`src/rtl/approx_max_pkg.sv`:
```
// Shared types and helpers for the approximate streaming max block.
// Used by approx_max_cmp and approx_max_stream.
package approx_max_pkg;

  typedef enum logic [1:0] {
    StIdle,
    StAccum,
    StHold
  } state_e;

  localparam int unsigned ERR_CNT_W = 16;
  localparam int unsigned KEY_W     = 32;

  // Zero the low 'trunc' bits of a value; callers keep trunc below their data width.
  function automatic logic [KEY_W-1:0] trunc_key(input logic [KEY_W-1:0] value,
                                                 input int unsigned      trunc);
    logic [KEY_W-1:0] mask;
    mask = {KEY_W{1'b1}} << trunc;
    return value & mask;
  endfunction

endpackage

```
`src/rtl/approx_max_cmp.sv`:
```
// Combinational truncated comparator: o_gt = key(i_new) > key(i_old).
// The truncation level is clamped to DATA_W-1.
module approx_max_cmp
  import approx_max_pkg::*;
#(
  parameter int unsigned DATA_W  = 8,
  parameter int unsigned TRUNC_W = $clog2(DATA_W)
) (
  input  logic [DATA_W-1:0]  i_new,
  input  logic [DATA_W-1:0]  i_old,
  input  logic [TRUNC_W-1:0] i_trunc,
  output logic               o_gt
);

  logic [TRUNC_W-1:0] w_trunc;
  logic [KEY_W-1:0]   w_key_new;
  logic [KEY_W-1:0]   w_key_old;

  always_comb begin
    w_trunc = i_trunc;
    if (32'(i_trunc) > (DATA_W - 1)) begin
      w_trunc = TRUNC_W'(DATA_W - 1);
    end
  end

  assign w_key_new = trunc_key(KEY_W'(i_new), 32'(w_trunc));
  assign w_key_old = trunc_key(KEY_W'(i_old), 32'(w_trunc));
  assign o_gt      = (w_key_new > w_key_old);

endmodule

```
`src/rtl/approx_max_stream.sv`:
```
// Streaming frame reducer: max (truncated compare) and its beat index per FRAME_LEN samples.
// Optional APPROX_MAX_ERR_STAT_EN adds an exact-max shadow with o_out_err / o_err_cnt.
module approx_max_stream
  import approx_max_pkg::*;
#(
  parameter int unsigned DATA_W    = 8,
  parameter int unsigned FRAME_LEN = 16,
  parameter int unsigned IDX_W     = $clog2(FRAME_LEN),
  parameter int unsigned TRUNC_W   = $clog2(DATA_W)
) (
  input  logic               i_clk,
  input  logic               i_rst,
  input  logic [TRUNC_W-1:0] i_cfg_trunc,
  input  logic               i_in_valid,
  output logic               o_in_ready,
  input  logic [DATA_W-1:0]  i_in_data,
  output logic               o_out_valid,
  input  logic               i_out_ready,
  output logic [DATA_W-1:0]  o_out_max,
  output logic [IDX_W-1:0]   o_out_idx
`ifdef APPROX_MAX_ERR_STAT_EN
  ,
  output logic               o_out_err,
  output logic [ERR_CNT_W-1:0] o_err_cnt
`endif
);

  state_e             r_state;
  logic [IDX_W-1:0]   r_cnt;
  logic [TRUNC_W-1:0] r_trunc;
  logic [DATA_W-1:0]  r_win_max;
  logic [IDX_W-1:0]   r_win_idx;
  logic               r_out_valid;
  logic [DATA_W-1:0]  r_out_max;
  logic [IDX_W-1:0]   r_out_idx;

  logic               w_accept;
  logic               w_start;
  logic               w_last;
  logic               w_gt;
  logic [DATA_W-1:0]  w_fin_max;
  logic [IDX_W-1:0]   w_fin_idx;

  assign o_in_ready = (r_state == StHold) ? i_out_ready : 1'b1;
  assign w_accept   = i_in_valid && o_in_ready;
  // A beat accepted outside ACCUM always opens a frame (IDLE, or HOLD during handoff).
  assign w_start    = w_accept && (r_state != StAccum);
  assign w_last     = (r_cnt == IDX_W'(FRAME_LEN - 1));

  approx_max_cmp #(
    .DATA_W  (DATA_W),
    .TRUNC_W (TRUNC_W)
  ) u_cmp (
    .i_new   (i_in_data),
    .i_old   (r_win_max),
    .i_trunc (r_trunc),
    .o_gt    (w_gt)
  );

  assign w_fin_max = w_gt ? i_in_data : r_win_max;
  assign w_fin_idx = w_gt ? r_cnt : r_win_idx;

  always_ff @(posedge i_clk) begin
    if (i_rst) begin
      r_state     <= StIdle;
      r_cnt       <= '0;
      r_trunc     <= '0;
      r_win_max   <= '0;
      r_win_idx   <= '0;
      r_out_valid <= 1'b0;
      r_out_max   <= '0;
      r_out_idx   <= '0;
    end else begin
      unique case (r_state)
        StIdle: ;
        StAccum: begin
          if (w_accept) begin
            r_win_max <= w_fin_max;
            r_win_idx <= w_fin_idx;
            r_cnt     <= r_cnt + 1'b1;
            if (w_last) begin
              r_state     <= StHold;
              r_out_valid <= 1'b1;
              r_out_max   <= w_fin_max;
              r_out_idx   <= w_fin_idx;
              r_cnt       <= '0;
            end
          end
        end
        StHold: begin
          if (i_out_ready) begin
            r_out_valid <= 1'b0;
            r_state     <= StIdle;
          end
        end
        default: r_state <= StIdle;
      endcase
      if (w_start) begin
        r_state   <= StAccum;
        r_trunc   <= i_cfg_trunc;
        r_win_max <= i_in_data;
        r_win_idx <= '0;
        r_cnt     <= IDX_W'(1);
      end
    end
  end

  assign o_out_valid = r_out_valid;
  assign o_out_max   = r_out_max;
  assign o_out_idx   = r_out_idx;

`ifdef APPROX_MAX_ERR_STAT_EN
  logic [DATA_W-1:0]    r_ex_max;
  logic                 r_out_err;
  logic [ERR_CNT_W-1:0] r_err_cnt;
  logic                 w_ex_gt;
  logic [DATA_W-1:0]    w_fin_ex;

  approx_max_cmp #(
    .DATA_W  (DATA_W),
    .TRUNC_W (TRUNC_W)
  ) u_cmp_exact (
    .i_new   (i_in_data),
    .i_old   (r_ex_max),
    .i_trunc ('0),
    .o_gt    (w_ex_gt)
  );

  assign w_fin_ex = w_ex_gt ? i_in_data : r_ex_max;

  always_ff @(posedge i_clk) begin
    if (i_rst) begin
      r_ex_max  <= '0;
      r_out_err <= 1'b0;
      r_err_cnt <= '0;
    end else begin
      if (w_start) begin
        r_ex_max <= i_in_data;
      end else if ((r_state == StAccum) && w_accept) begin
        r_ex_max <= w_fin_ex;
        if (w_last) begin
          r_out_err <= (w_fin_max != w_fin_ex);
        end
      end
      if (r_out_valid && i_out_ready && r_out_err && (r_err_cnt != {ERR_CNT_W{1'b1}})) begin
        r_err_cnt <= r_err_cnt + 1'b1;
      end
    end
  end

  assign o_out_err = r_out_err;
  assign o_err_cnt = r_err_cnt;
`endif

endmodule

```
`config.mk`:
```
export PLATFORM = sky130hd
export DESIGN_NAME = approx_max_stream
export DESIGN_NICKNAME = d
export VERILOG_FILES = /design/src/rtl/approx_max_pkg.sv /design/src/rtl/approx_max_cmp.sv /design/src/rtl/approx_max_stream.sv
export SDC_FILE = /design/constraint.sdc
export NUM_CORES = 1
export LEC_CHECK = 0
export BUFFER_PORTS_ARGS = -buffer_cell sky130_fd_sc_hd__buf_2
export CAP_MARGIN = 20
export CORE_UTILIZATION = 56
export DETAILED_ROUTE_END_ITERATION = 6
export GPL_ROUTABILITY_DRIVEN = 0
export GPL_TIMING_DRIVEN = 0
export PLACE_DENSITY_LB_ADDON = 0.1
export SLEW_MARGIN = 20
export SYNTH_ARGS = -nofsm -noshare
export SYNTH_HDL_FRONTEND = slang
export SYNTH_SLANG_ARGS = --single-unit
```
`constraint.sdc`:
```
create_clock -name i_clk -period 3.03 [get_ports i_clk]
set_clock_uncertainty 0.1 [all_clocks]
set_input_delay 0.1515 -clock i_clk [delete_from_list [all_inputs] [get_ports i_clk]]
set_output_delay 0.1515 -clock i_clk [all_outputs]
set_load 0.05 [all_outputs]
```
Word level (Yosys, flattened, before mapping)

Cells that the tools add are included.

Bits in registers: 34
Bits in latches: 0
Memory bits (writable): 0
Memory bits (read-only): 0
Bits of input ports: 15
Output and inout port bits: 14
Word-level logic and storage cells: 59
Memories: 0

Add/sub/neg operators: 1
Multipliers: 0
Div/mod/pow operators: 0
Magnitude comparators: 1
Eq/ne operators: 11
Shift operators: 1
Mux-type cells: 19
Bitwise gates (word level): 3
Reduce and logical (&&, ||, !) cells: 13

Operators with widths:

| cell                                                  | count |
|---|---|
| bitwise AND 8 x 32 -> 32 bit                          | 2 |
| > comparator 32 bit                                   | 1 |
| 2-to-1 mux 8 bit                                      | 4 |
| << shifter 32 x 3 -> 32 bit, first input constant     | 1 |
| AND reduction 4 bit                                   | 3 |
| inequality test 3 bit, second input constant          | 3 |
| 2-to-1 mux 1 bit                                      | 8 |
| 2-to-1 mux 4 bit                                      | 2 |
| inequality test 2 bit, second input constant          | 4 |
| 2-to-1 mux 2 bit                                      | 3 |
| one-hot mux 2 bit (3 select lines)                    | 1 |
| nonzero test 2 bit                                    | 3 |
| adder 4 x 1 -> 4 bit, second input constant           | 1 |
| == test 4 bit, second input constant                  | 1 |
| AND reduction 2 bit                                   | 2 |
| AND reduction 3 bit                                   | 1 |
| == test 2 x 1 -> 1 bit, second input constant         | 1 |
| == test 2 bit, second input constant                  | 1 |
| logical AND 1 bit                                     | 2 |
| logical NOT 2 bit                                     | 1 |
| inequality test 2 x 1 -> 1 bit, second input constant | 1 |
| one-hot mux 1 bit (2 select lines)                    | 1 |
| OR reduction 2 bit                                    | 1 |
| NOT 1 bit                                             | 1 |

Longest topological paths before layout

Gate-level depths: netlist of the first run.

Depth in word-level cells: 7
Mapped depth: 10
Mapped depth without buffers: 8

Cells and area by module

A second synthesis of the first run with hierarchy kept.

Cell total of the unflattened synthesis: 188
Area, all modules: 1727.9 sq um

By module, submodules not included:

| module            | times used | cells an instance | area an instance (sq um) | seq. area each (sq um) |
|---|---|---|---|---|
| approx_max_stream | 1          | 148               | 1443.9                   | 680.7 |
| approx_max_cmp    | 1          | 40                | 284.0                    | 0.0 |

Worst setup path after synthesis of the first run

OpenSTA, ideal clock, no wires.

Kind: register -> register
Start: register r_trunc[2]
End: register r_win_max[7]
Library setup time: 0.074 ns
Arrival: 2.106 ns
Data required time: 2.856 ns
Setup slack: 0.750 ns
Stages on the path, launching flop included: 10
Buffers on the path: 1
Clock period less this slack: 2.280 ns
Cells stage by stage: dfxtp_1 -> clkbuf_1 -> nand3_1 -> and2_1 -> ha_1 -> nand4_2 -> nor2_4 -> a211oi_2 -> or4_1 -> a31oi_1

Longest elaborated chain between the ends: 7
Elaborated cells on any way between the ends: 8
Classes of those cells: order compare (1); shift (1); mux (4); bitwise (2)

Ends and longest elaborated chain:

| what                          | RTL line                 | source |
|---|---|---|
| start, declared               | approx_max_stream.sv:30  | `logic [TRUNC_W-1:0] r_trunc;` |
| start signal, assigned        | approx_max_stream.sv:100 | `r_trunc <= i_cfg_trunc;` |
| << shifter 32 x 3 -> 32 bit * | approx_max_pkg.sv:18     | `mask = {KEY_W{1'b1}} << trunc;` |
| bitwise AND 8 x 32 -> 32 bit  | approx_max_pkg.sv:19     | `return value & mask;` |
| > comparator 32 bit *         | approx_max_cmp.sv:28     | `assign o_gt = (w_key_new > w_key_old);` |
| 2-to-1 mux 8 bit *            | approx_max_stream.sv:60  | `assign w_fin_max = w_gt ? i_in_data : r_win_max;` |
| 2-to-1 mux 8 bit *            | approx_max_stream.sv:77  | `if (w_accept) begin` |
| 2-to-1 mux 8 bit *            | approx_max_stream.sv:74  | `unique case (r_state)` |
| 2-to-1 mux 8 bit *            | approx_max_stream.sv:98  | `if (w_start) begin` |
| end signal, assigned          | approx_max_stream.sv:78  | `r_win_max <= w_fin_max;` |
| end signal, assigned          | approx_max_stream.sv:101 | `r_win_max <= i_in_data;` |
| end, declared                 | approx_max_stream.sv:31  | `logic [DATA_W-1:0] r_win_max;` |

Every way passes the cells marked *; elsewhere a longest branch is shown, timed or not. The select of a mux whose other input is x is not followed.
A chain may end at the register's enable or synchronous reset.

Worst setup path in the final report of the first run

Start: register r_trunc[2]
End: register r_out_max[3], in the netlist o_out_max[3]

Longest elaborated chain between the ends: 4
Elaborated cells on any way between the ends: 5
Classes of those cells: order compare (1); shift (1); mux (1); bitwise (2)

Ends and longest elaborated chain:

| what                          | RTL line                | source |
|---|---|---|
| << shifter 32 x 3 -> 32 bit * | approx_max_pkg.sv:18    |  |
| bitwise AND 8 x 32 -> 32 bit  | approx_max_pkg.sv:19    |  |
| > comparator 32 bit *         | approx_max_cmp.sv:28    |  |
| 2-to-1 mux 8 bit *            | approx_max_stream.sv:60 |  |
| end signal, assigned          | approx_max_stream.sv:84 | `r_out_max <= w_fin_max;` |
| end, declared                 | approx_max_stream.sv:34 | `logic [DATA_W-1:0] r_out_max;` |

Every way passes the cells marked *; elsewhere a longest branch is shown, timed or not.

==> out/metrics.cfg, run 1 <==
[yosys]
synth_ff_type=dfxtp_1
netlist_area_um2=1941
synthDominantAreaCellType=dfxtp_1
seq_area_frac_synth_pct=35.07
yosys.area.top_type_share_pct=35.07
synth_edf_count=0
ys_warn_count=0
synthCells=219
ys_async_sr_fraction_pct=0
synthDistinctLibCells=43
syn-num-nets=243
synthMostInstantiatedCell=dfxtp_1
synthTopCellsByArea=dfxtp_1, ha_1, nor4_2
netlist_top_cells_count=dfxtp_1, nand2_1, nor2_1
avgSynthCellArea_um2=8.861
synth_seq_cells=34

[setup_path]
startpoint_type=flip-flop
path_max_fanout=9
endpoint_kind=flip-flop
crit_type=flip-flop to flip-flop
required_ns=3.12
arrival_ns=2.80
regToRegStartpoint=r_trunc[2]$_SDFFE_PP0P_
cp.depth=9
crit_family=compound AO/OA/AOI/OAI gates
reg2reg_slack_ns=0.32
slowest_delay_ns=0.62
cp_slowest_cell=a21oi_1
r2r_cells=9
timing.rr.end=o_out_max[3]$_SDFFE_PP0P_
crit_buf_inv=1
crit_chain=clkbuf_1, nor2_1, and2_1, ha_1, nor2b_1, o211ai_1, a21o_1, a21oi_1, a211oi_1

[timing]
slew_violations=0
period_needed_ns=2.710
fmax_mhz=369.1
timing_hold_violations_final=0
tightest_slew_ns=0.7468
setup_viol=0
max_slew_margin_pct=50.22
finalCritPeriodShare_pct=89.42
setup_tns_ns=0
rsz0062_at_grt=false

[drt]
drtIter0Drc=140
routedWlPerCell_um=13.94
vias_per_cell=5.417
ant_nets=0
via_count=1663
drc=0
drt-total-wl_um=4281
drtPass1Iterations=4

[hold_path]
min_to=r_win_max[4]$_SDFFE_PP0P_
holdPathStages=3
holdCritPathClass=input port to flip-flop
hold_path_startpoint=i_in_data[4]

[global_routing]
grt-ovfl-total=0
antenna_found_initial=0
grt_max_degree=11
grt_usage_pct=25.32
grt_pass1_vias=1549
grt_pass1_wl_um=6803

[floorplanning]
fp.dieW_um=60.87
core_um2=3337
fp.dieH_um=60.87
die-area_um2=3705
pin_count=29
start_util_pct=58.16
fp-row-count=21

[finish]
fin_nets=284
multiInputGateArea_um2=1175
regArea_um2=680.7
syn2layout_area_growth_pct=16.63
drive_gt1_share_pct=23.37
fill_cells=291
diodes=0

[clock_tree]
cts_tree=yes
clkSinkCount=34
clock-root-buffer=clkbuf_4
htree_levels=2
cts.clk_slew.worst_paths_ns=0.11
cts_resized=0
cts_buffer_depth=2
cts_buffers=5
post_cts_buffers=0
ctsHoldBuffers=7
clk_latency_ns=0.33

[run_status]
status=completed

[power_and_ir_drop]
powerDensity_nw_per_um2=407.8
max-vdd-ir-drop_mv=0.2833
p_leak_nw=0.9097
total_power_uw=922.9

[placed_design]
io_buffers=27
dp.final_hpwl_um=3144

[job]
drv_cap=0

-- logic make-up after synthesis --
| group | count (synthesis) | synth area share [%] |
|---|---|---|
| buffers and inverters | 16 | 4.384 |
| flip-flops | 34 | 35.07 |
| adder cells (fa/ha/maj) | 9 | 5.803 |
| multiplexers | 11 | 5.674 |
| AND/OR/NAND/NOR | 104 | 32.50 |
| AO/OA/AOI/OAI | 43 | 15.67 |
| XOR/XNOR | 2 | 0.9028 |
-- registers in the layout, indices dropped and copies added, names as in the netlist --
| register | cells |
|---|---|
| o_out_idx | 4 |
| o_out_max | 8 |
| o_out_valid | 1 |
| r_cnt | 4 |
| r_state | 2 |
| r_trunc | 3 |
| r_win_idx | 4 |
| r_win_max | 8 |
-- layer usage --
metal | vias up | track usage, % | share of wire [%]
li1 | 863 | - | -
met1 | 755 | 31.52 | 47
met2 | 37 | 43.33 | 48
met3 | 8 | 5.757 | 4.1
met4 | 0 | 8.117 | 1.3
met5 | - | 0 | 0
-- per-stage QoR --
step	setup WS, ns	instance area, um2	utilization (%)	instances	hold WS (ns)
2_1_floorplan	0.7499	1941	-	219	0.1875
3_3_place_gp	0.3707	2133	63.93	292	0.2951
3_5_place_dp	0.3491	2133	63.93	292	0.2997
4_1_cts	0.3472	2263	67.83	307	0.001614
5_1_grt	0.1347	2263	67.83	307	0.002042
6_report	0.3205	2263	67.83	307	0.0006437
-- power breakdown --
part / switching [mW] / internal [mW]
Combinational: 0.102 / 0.0739
Sequential: 0.0164 / 0.462
Clock: 0.156 / 0.113
-- worst max path at each step --
stage,from,endpoint,slack [ns]
after global routing,r_trunc[2]$_SDFFE_PP0P_,o_out_max[3]$_SDFFE_PP0P_,0.13
after global placement,r_trunc[2]$_SDFFE_PP0P_,o_out_max[4]$_SDFFE_PP0P_,0.37
after detailed placement,r_trunc[2]$_SDFFE_PP0P_,o_out_max[3]$_SDFFE_PP0P_,0.35
after floorplan,r_trunc[2]$_SDFFE_PP0P_,r_win_max[7]$_SDFFE_PP0P_,0.75
after CTS,r_trunc[2]$_SDFFE_PP0P_,o_out_max[3]$_SDFFE_PP0P_,0.35
final,r_trunc[2]$_SDFFE_PP0P_,o_out_max[3]$_SDFFE_PP0P_,0.32
-- worst reg2reg max path, stage by stage, from the launching register on --
cell	delay, ns
dfxtp_1	0.32
clkbuf_1	0.29
nor2_1	0.12
and2_1	0.18
ha_1	0.28
nor2b_1	0.13
o211ai_1	0.13
a21o_1	0.24
a21oi_1	0.62
a211oi_1	0.15
-- cell type report --
class / count / share of cell area, %
Clock buffer: 7 / 2.432
Inverter: 2 / 0.3317
Multi-Input combinational cell: 169 / 51.91
Buffer: 14 / 3.427
Tap cell: 46 / 2.543
Sequential cell: 34 / 30.07
Timing Repair Buffer: 34 / 9.066
Clock inverter: 1 / 0.2211
-- layout by cell type (no fill, tap or decap), types with 2 or more instances in the layout --
cell | synthesis | layout
clkbuf_4 | 0 | 5
nor2_4 | 2 | 2
xor2_1 | 2 | 2
o21bai_1 | 9 | 9
nor4_1 | 5 | 5
mux2i_1 | 11 | 11
dlygate4sd3_1 | 0 | 7
and2_1 | 6 | 6
o211ai_1 | 2 | 2
nand2_1 | 27 | 27
o21a_1 | 2 | 2
ha_1 | 9 | 9
nand2b_1 | 16 | 16
buf_6 | 2 | 2
inv_1 | 2 | 2
nand3_1 | 3 | 3
buf_2 | 5 | 32
clkbuf_1 | 6 | 7
a211oi_1 | 9 | 9
dfxtp_1 | 34 | 34
a21oi_1 | 12 | 12
nand4_1 | 2 | 2
nor4_2 | 9 | 9
nor2_1 | 17 | 17
a211oi_2 | 2 | 2
nor2b_1 | 2 | 2
nor3_1 | 5 | 5
(Power assumes the default switching activity.)
==> run 2, diff against run 1 <==
==> constraint.sdc (replaced) <==
create_clock -name i_clk -period 3.03 [get_ports i_clk]
set_clock_uncertainty 0.1 [all_clocks]
set_input_delay 0.606 -clock i_clk [delete_from_list [all_inputs] [get_ports i_clk]]
set_output_delay 0.606 -clock i_clk [all_outputs]
set_load 0.05 [all_outputs]
==> out/metrics.cfg, run 2 (synthesis gave the netlist of run 1 again) <==
[run_status]
status=completed

[timing]
setup_viol=0
timing_hold_violations_final=0
rsz0062_at_grt=false
tightest_slew_ns=0.7419
fmax_mhz=368.0
slew_violations=0
max_slew_margin_pct=50.54
whs_ns=0.3711
setup_tns_ns=0
finalCritPeriodShare_pct=89.67
final.setup.worst_slack_ns=0.3129
period_needed_ns=2.717

[global_routing]
grt-ovfl-total=0
grt_pass1_wl_um=6734
antenna_found_initial=0
grt_max_degree=11
grt_usage_pct=25.10
grt_pass1_vias=1533

[drt]
drc=0
routedWlPerCell_um=14.11
drtPass1Iterations=4
drtIter0Drc=136
drt-total-wl_um=4233
via_count=1636
vias_per_cell=5.453
ant_nets=0

[floorplanning]
start_util_pct=58.16
fp-row-count=21
fp.dieH_um=60.87
core_um2=3337
die-area_um2=3705
fp.dieW_um=60.87
pin_count=29

[finish]
syn2layout_area_growth_pct=13.02
fill_cells=300
regArea_um2=680.7
fin_nets=277
finish.utilization_pct=65.73
multiInputGateArea_um2=1175
drive_gt1_share_pct=24.02
final_cell_mix=dfxtp_1, buf_2, nand2_1, nor2_1, nand2b_1
layout_commonest_cell=dfxtp_1
diodes=0

[setup_path]
reg2reg_slack_ns=0.31
arrival_ns=2.80
endpoint_kind=flip-flop
path_max_fanout=9
crit_chain=clkbuf_1, nor2_1, and2_1, ha_1, nor2b_1, o211ai_1, a21o_1, a21oi_1, a211oi_1
crit_family=compound AO/OA/AOI/OAI gates
crit_buf_inv=1
required_ns=3.11
cp_slowest_cell=a21oi_1
crit_type=flip-flop to flip-flop
slowest_delay_ns=0.62
startpoint_type=flip-flop

[power_and_ir_drop]
total_power_uw=917.4
max-vdd-ir-drop_mv=0.2835
p_leak_nw=0.8804
powerDensity_nw_per_um2=418.2

[clock_tree]
cts_buffer_depth=2
htree_levels=2
clk_latency_ns=0.33
post_cts_buffers=0
cts_resized=0
clock-root-buffer=clkbuf_4
clkSinkCount=34
cts_tree=yes
cts_buffers=5
ctsHoldBuffers=0
cts.clk_slew.worst_paths_ns=0.11

[placed_design]
dp.final_hpwl_um=3144
io_buffers=27
dpl_worst_slack_ns=0.3457

[hold_path]
holdCritPathClass=flip-flop to flip-flop

[job]
drv_cap=0

run 2: cell types whose count changed in the layout (fill, tap and decap cells not counted):
cell           before  now
dlygate4sd3_1       7    0
run 2: worst min-delay path, delay by kind of cell (launching register included):
family           cells  cell delay (ns)
flip-flops           1             0.33
AND/OR/NAND/NOR      1             0.05
AO/OA/AOI/OAI        1             0.05
run 2: worst paths after layout:
path | cells after the start | start | to
max | 9 | r_trunc[2]$_SDFFE_PP0P_ | o_out_idx[0]$_SDFFE_PP0P_
min | 2 | o_out_valid$_SDFFE_PP0P_ | o_out_valid$_SDFFE_PP0P_
max reg2reg | 9 | r_trunc[2]$_SDFFE_PP0P_ | o_out_idx[0]$_SDFFE_PP0P_
min reg2reg | 2 | o_out_valid$_SDFFE_PP0P_ | o_out_valid$_SDFFE_PP0P_
run 2: through the flow:
stage / instances / instance area [um2]
2_1_floorplan: 219 / 1941
3_3_place_gp: 292 / 2133
3_5_place_dp: 292 / 2133
4_1_cts: 300 / 2193
5_1_grt: 300 / 2193
6_report: 300 / 2193
run 2: power breakdown:
group	switching, mW	internal, mW	total, mW
Sequential	0.0165	0.462	0.478
Clock	0.157	0.113	0.270
Combinational	0.101	0.0680	0.169
Total	0.275	0.642	0.917
run 2: layer usage:
metal | up-vias | track usage [%] | wire length [um]
met1 | 750 | 30.87 | 2026
met3 | 8 | 5.757 | 121
met4 | 0 | 8.117 | 55
li1 | 849 | - | -
met5 | - | 0 | 0
met2 | 29 | 43.33 | 2030
run 2: layout make-up:
cell class                 count  share of cell area (%)
sequential                    34                   31.03
tap                           46                   2.624
multi-input combinational    169                   53.57
timing repair buffer          27                   6.161
inverter                       2                  0.3423
buffer                        14                   3.537
clock inverter                 1                  0.2282
clock buffer                   7                   2.510
==> run 3, diff against run 2 <==
--- a/config.mk
+++ b/config.mk
@@ -5,13 +5,14 @@
 export SDC_FILE = /design/constraint.sdc
 export NUM_CORES = 1
 export LEC_CHECK = 0
+export ABC_AREA = 1
 export BUFFER_PORTS_ARGS = -buffer_cell sky130_fd_sc_hd__buf_2
 export CAP_MARGIN = 20
-export CORE_UTILIZATION = 56
+export CORE_UTILIZATION = 60
 export DETAILED_ROUTE_END_ITERATION = 6
 export GPL_ROUTABILITY_DRIVEN = 0
 export GPL_TIMING_DRIVEN = 0
-export PLACE_DENSITY_LB_ADDON = 0.1
+export PLACE_DENSITY = 0.84
 export SLEW_MARGIN = 20
 export SYNTH_ARGS = -nofsm -noshare
 export SYNTH_HDL_FRONTEND = slang
==> constraint.sdc (replaced) <==
create_clock -name i_clk -period 3.2 [get_ports i_clk]
set_clock_uncertainty 0.1 [all_clocks]
set_input_delay 0.64 -clock i_clk [delete_from_list [all_inputs] [get_ports i_clk]]
set_output_delay 0.64 -clock i_clk [all_outputs]
set_load 0.05 [all_outputs]
==> out/metrics.cfg, run 3 <==
[yosys]
synthMostInstantiatedCell=nand2_1
netlist_top_cells_count=nand2_1, inv_1, dfxtp_1
synth_ff_type=dfxtp_1
synthCells=274
synth_edf_count=0
seq_area_frac_synth_pct=35.93
synthDistinctLibCells=28
ys_async_sr_fraction_pct=0
syn-num-nets=298
yosys.area.top_type_share_pct=35.93
ys_warn_count=0
netlist_area_um2=1894
synth_seq_cells=34
synthDominantAreaCellType=dfxtp_1
avgSynthCellArea_um2=6.914
synthTopCellsByArea=dfxtp_1, nand2_1, nand3_1

[floorplanning]
core_um2=3028
die-area_um2=3386
fp.dieH_um=58.19
start_util_pct=62.56
pin_count=29
fp-row-count=20
fp.dieW_um=58.19

[placed_design]
dpl_worst_slack_ns=0.7934
place_area_um2=2085
io_buffers=27
dp.cells=345
dp.final_hpwl_um=2975

[global_routing]
grt_max_degree=11
grt_pass1_wl_um=6831
antenna_found_initial=0
grt_pass1_vias=1554
grt_usage_pct=26.69
grt-ovfl-total=0

[setup_path]
crit_chain=clkbuf_1, nand2_1, o21ai_0, inv_1, ha_1, nand2_1, nor2_1, nand4_1, nand2_1, buf_4, nand2_1, nand2_1, o21ai_0
crit_family=simple AND/OR/NAND/NOR gates
slowest_delay_ns=0.32
required_ns=3.33
arrival_ns=2.59
endpoint_kind=flip-flop
startpoint_type=flip-flop
r2r_cells=13
crit_buf_inv=3
reg2reg_slack_ns=0.74
crit_end=o_out_max[0]$_SDFFE_PP0P_
timing.rr.end=o_out_max[0]$_SDFFE_PP0P_
setup.worst_path.start=r_trunc[2]$_SDFFE_PP0P_
cp_slowest_cell=dfxtp_1
cpMostUsedCell=nand2_1
regToRegStartpoint=r_trunc[2]$_SDFFE_PP0P_
crit_type=flip-flop to flip-flop
path_max_fanout=10
cp.depth=13

[clock_tree]
clock-root-buffer=clkbuf_4
clk_latency_ns=0.35
cts.clk_slew.worst_paths_ns=0.10
post_cts_buffers=0
cts_buffer_depth=2
cts_resized=0
clkSinkCount=34
cts_buffers=5
cts_tree=yes
htree_levels=2
ctsHoldBuffers=0

[timing]
tightest_slew_ns=0.3433
setup_tns_ns=0
fmax_mhz=406.9
whs_ns=0.3519
slew_violations=0
max_slew_margin_pct=77.09
rsz0062_at_grt=false
period_needed_ns=2.458
final.setup.worst_slack_ns=0.7422
timing_hold_violations_final=0
finalCritPeriodShare_pct=76.81
setup_viol=0

[drt]
drc=0
via_count=1811
ant_nets=0
drt-total-wl_um=4084
drtPass1Iterations=5
vias_per_cell=5.130
drtIter0Drc=98
routedWlPerCell_um=11.57

[finish]
finalNonFillerCells=353
layout_commonest_cell=nand2_1
multiInputGateArea_um2=996.0
final_cell_mix=nand2_1, inv_1, dfxtp_1, nand3_1, buf_2
fin_nets=332
final_area_um2=2145
syn2layout_area_growth_pct=13.21
diodes=0
fill_cells=271
regArea_um2=680.7
drive_gt1_share_pct=16.83
finish.utilization_pct=70.83

[power_and_ir_drop]
max-vdd-ir-drop_mv=0.2914
powerDensity_nw_per_um2=414.7
p_leak_nw=1.068
total_power_uw=889.3

[hold_path]
holdCritPathClass=flip-flop to flip-flop

[job]
drv_cap=0

[run_status]
status=completed

[run 3: worst min path at each step]
stage	slack, ns	cells past startpoint	start	end
6_report	0.35	2	o_out_max[4]$_SDFFE_PP0P_	o_out_max[4]$_SDFFE_PP0P_
5_1_grt	0.38	2	o_out_max[7]$_SDFFE_PP0P_	o_out_max[7]$_SDFFE_PP0P_
4_1_cts	0.36	2	o_out_max[4]$_SDFFE_PP0P_	o_out_max[4]$_SDFFE_PP0P_
3_5_place_dp	0.34	2	o_out_max[4]$_SDFFE_PP0P_	o_out_max[4]$_SDFFE_PP0P_
3_3_place_gp	0.34	2	o_out_max[0]$_SDFFE_PP0P_	o_out_max[0]$_SDFFE_PP0P_
2_1_floorplan	0.37	2	r_cnt[0]$_SDFFE_PP0P_	r_cnt[0]$_SDFFE_PP0P_
[run 3: logic make-up (layout without fill, tap and decap cells)]
group           after synthesis  after routing  share of synthesized area [%]
simple gates                126            126                          32.03
compound gates               52             52                          14.13
xor+xnor                      1              1                         0.4624
flops                        34             34                          35.93
buf+inv                      52             87                          11.49
fa+ha+maj                     9              9                          5.945
[run 3: layer usage]
| layer | wire length (um) | track usage [%] | vias up |
|---|---|---|---|
| met2 | 1871 | 43.35 | 36 |
| met1 | 1995 | 34.68 | 817 |
| met5 | 0 | 0 | - |
| li1 | - | - | 953 |
| met3 | 171 | 7.366 | 5 |
| met4 | 45 | 7.823 | 0 |
[run 3: worst register-to-register path: stages (launching register included)]
cell	delay, ns
dfxtp_1	0.32
clkbuf_1	0.25
nand2_1	0.15
o21ai_0	0.16
inv_1	0.06
ha_1	0.27
nand2_1	0.06
nor2_1	0.15
nand4_1	0.20
nand2_1	0.18
buf_4	0.20
nand2_1	0.09
nand2_1	0.08
o21ai_0	0.07
[run 3: power breakdown]
group	internal, mW	total [mW]	leakage, nW	switching, mW
clock	0.106	0.255	0.0353	0.149
sequential	0.438	0.448	0.277	0.00961
combinational	0.0650	0.186	0.755	0.121
total	0.610	0.889	1.07	0.280
[run 3: final cells by class]
| cell class | instances | share of cell area, % |
|---|---|---|
| multi-input combinational | 188 | 46.44 |
| sequential | 34 | 31.74 |
| inverter | 45 | 8.401 |
| timing repair buffer | 27 | 6.301 |
| clock buffer | 7 | 2.567 |
| tap | 44 | 2.567 |
| buffer | 7 | 1.750 |
| clock inverter | 1 | 0.2334 |
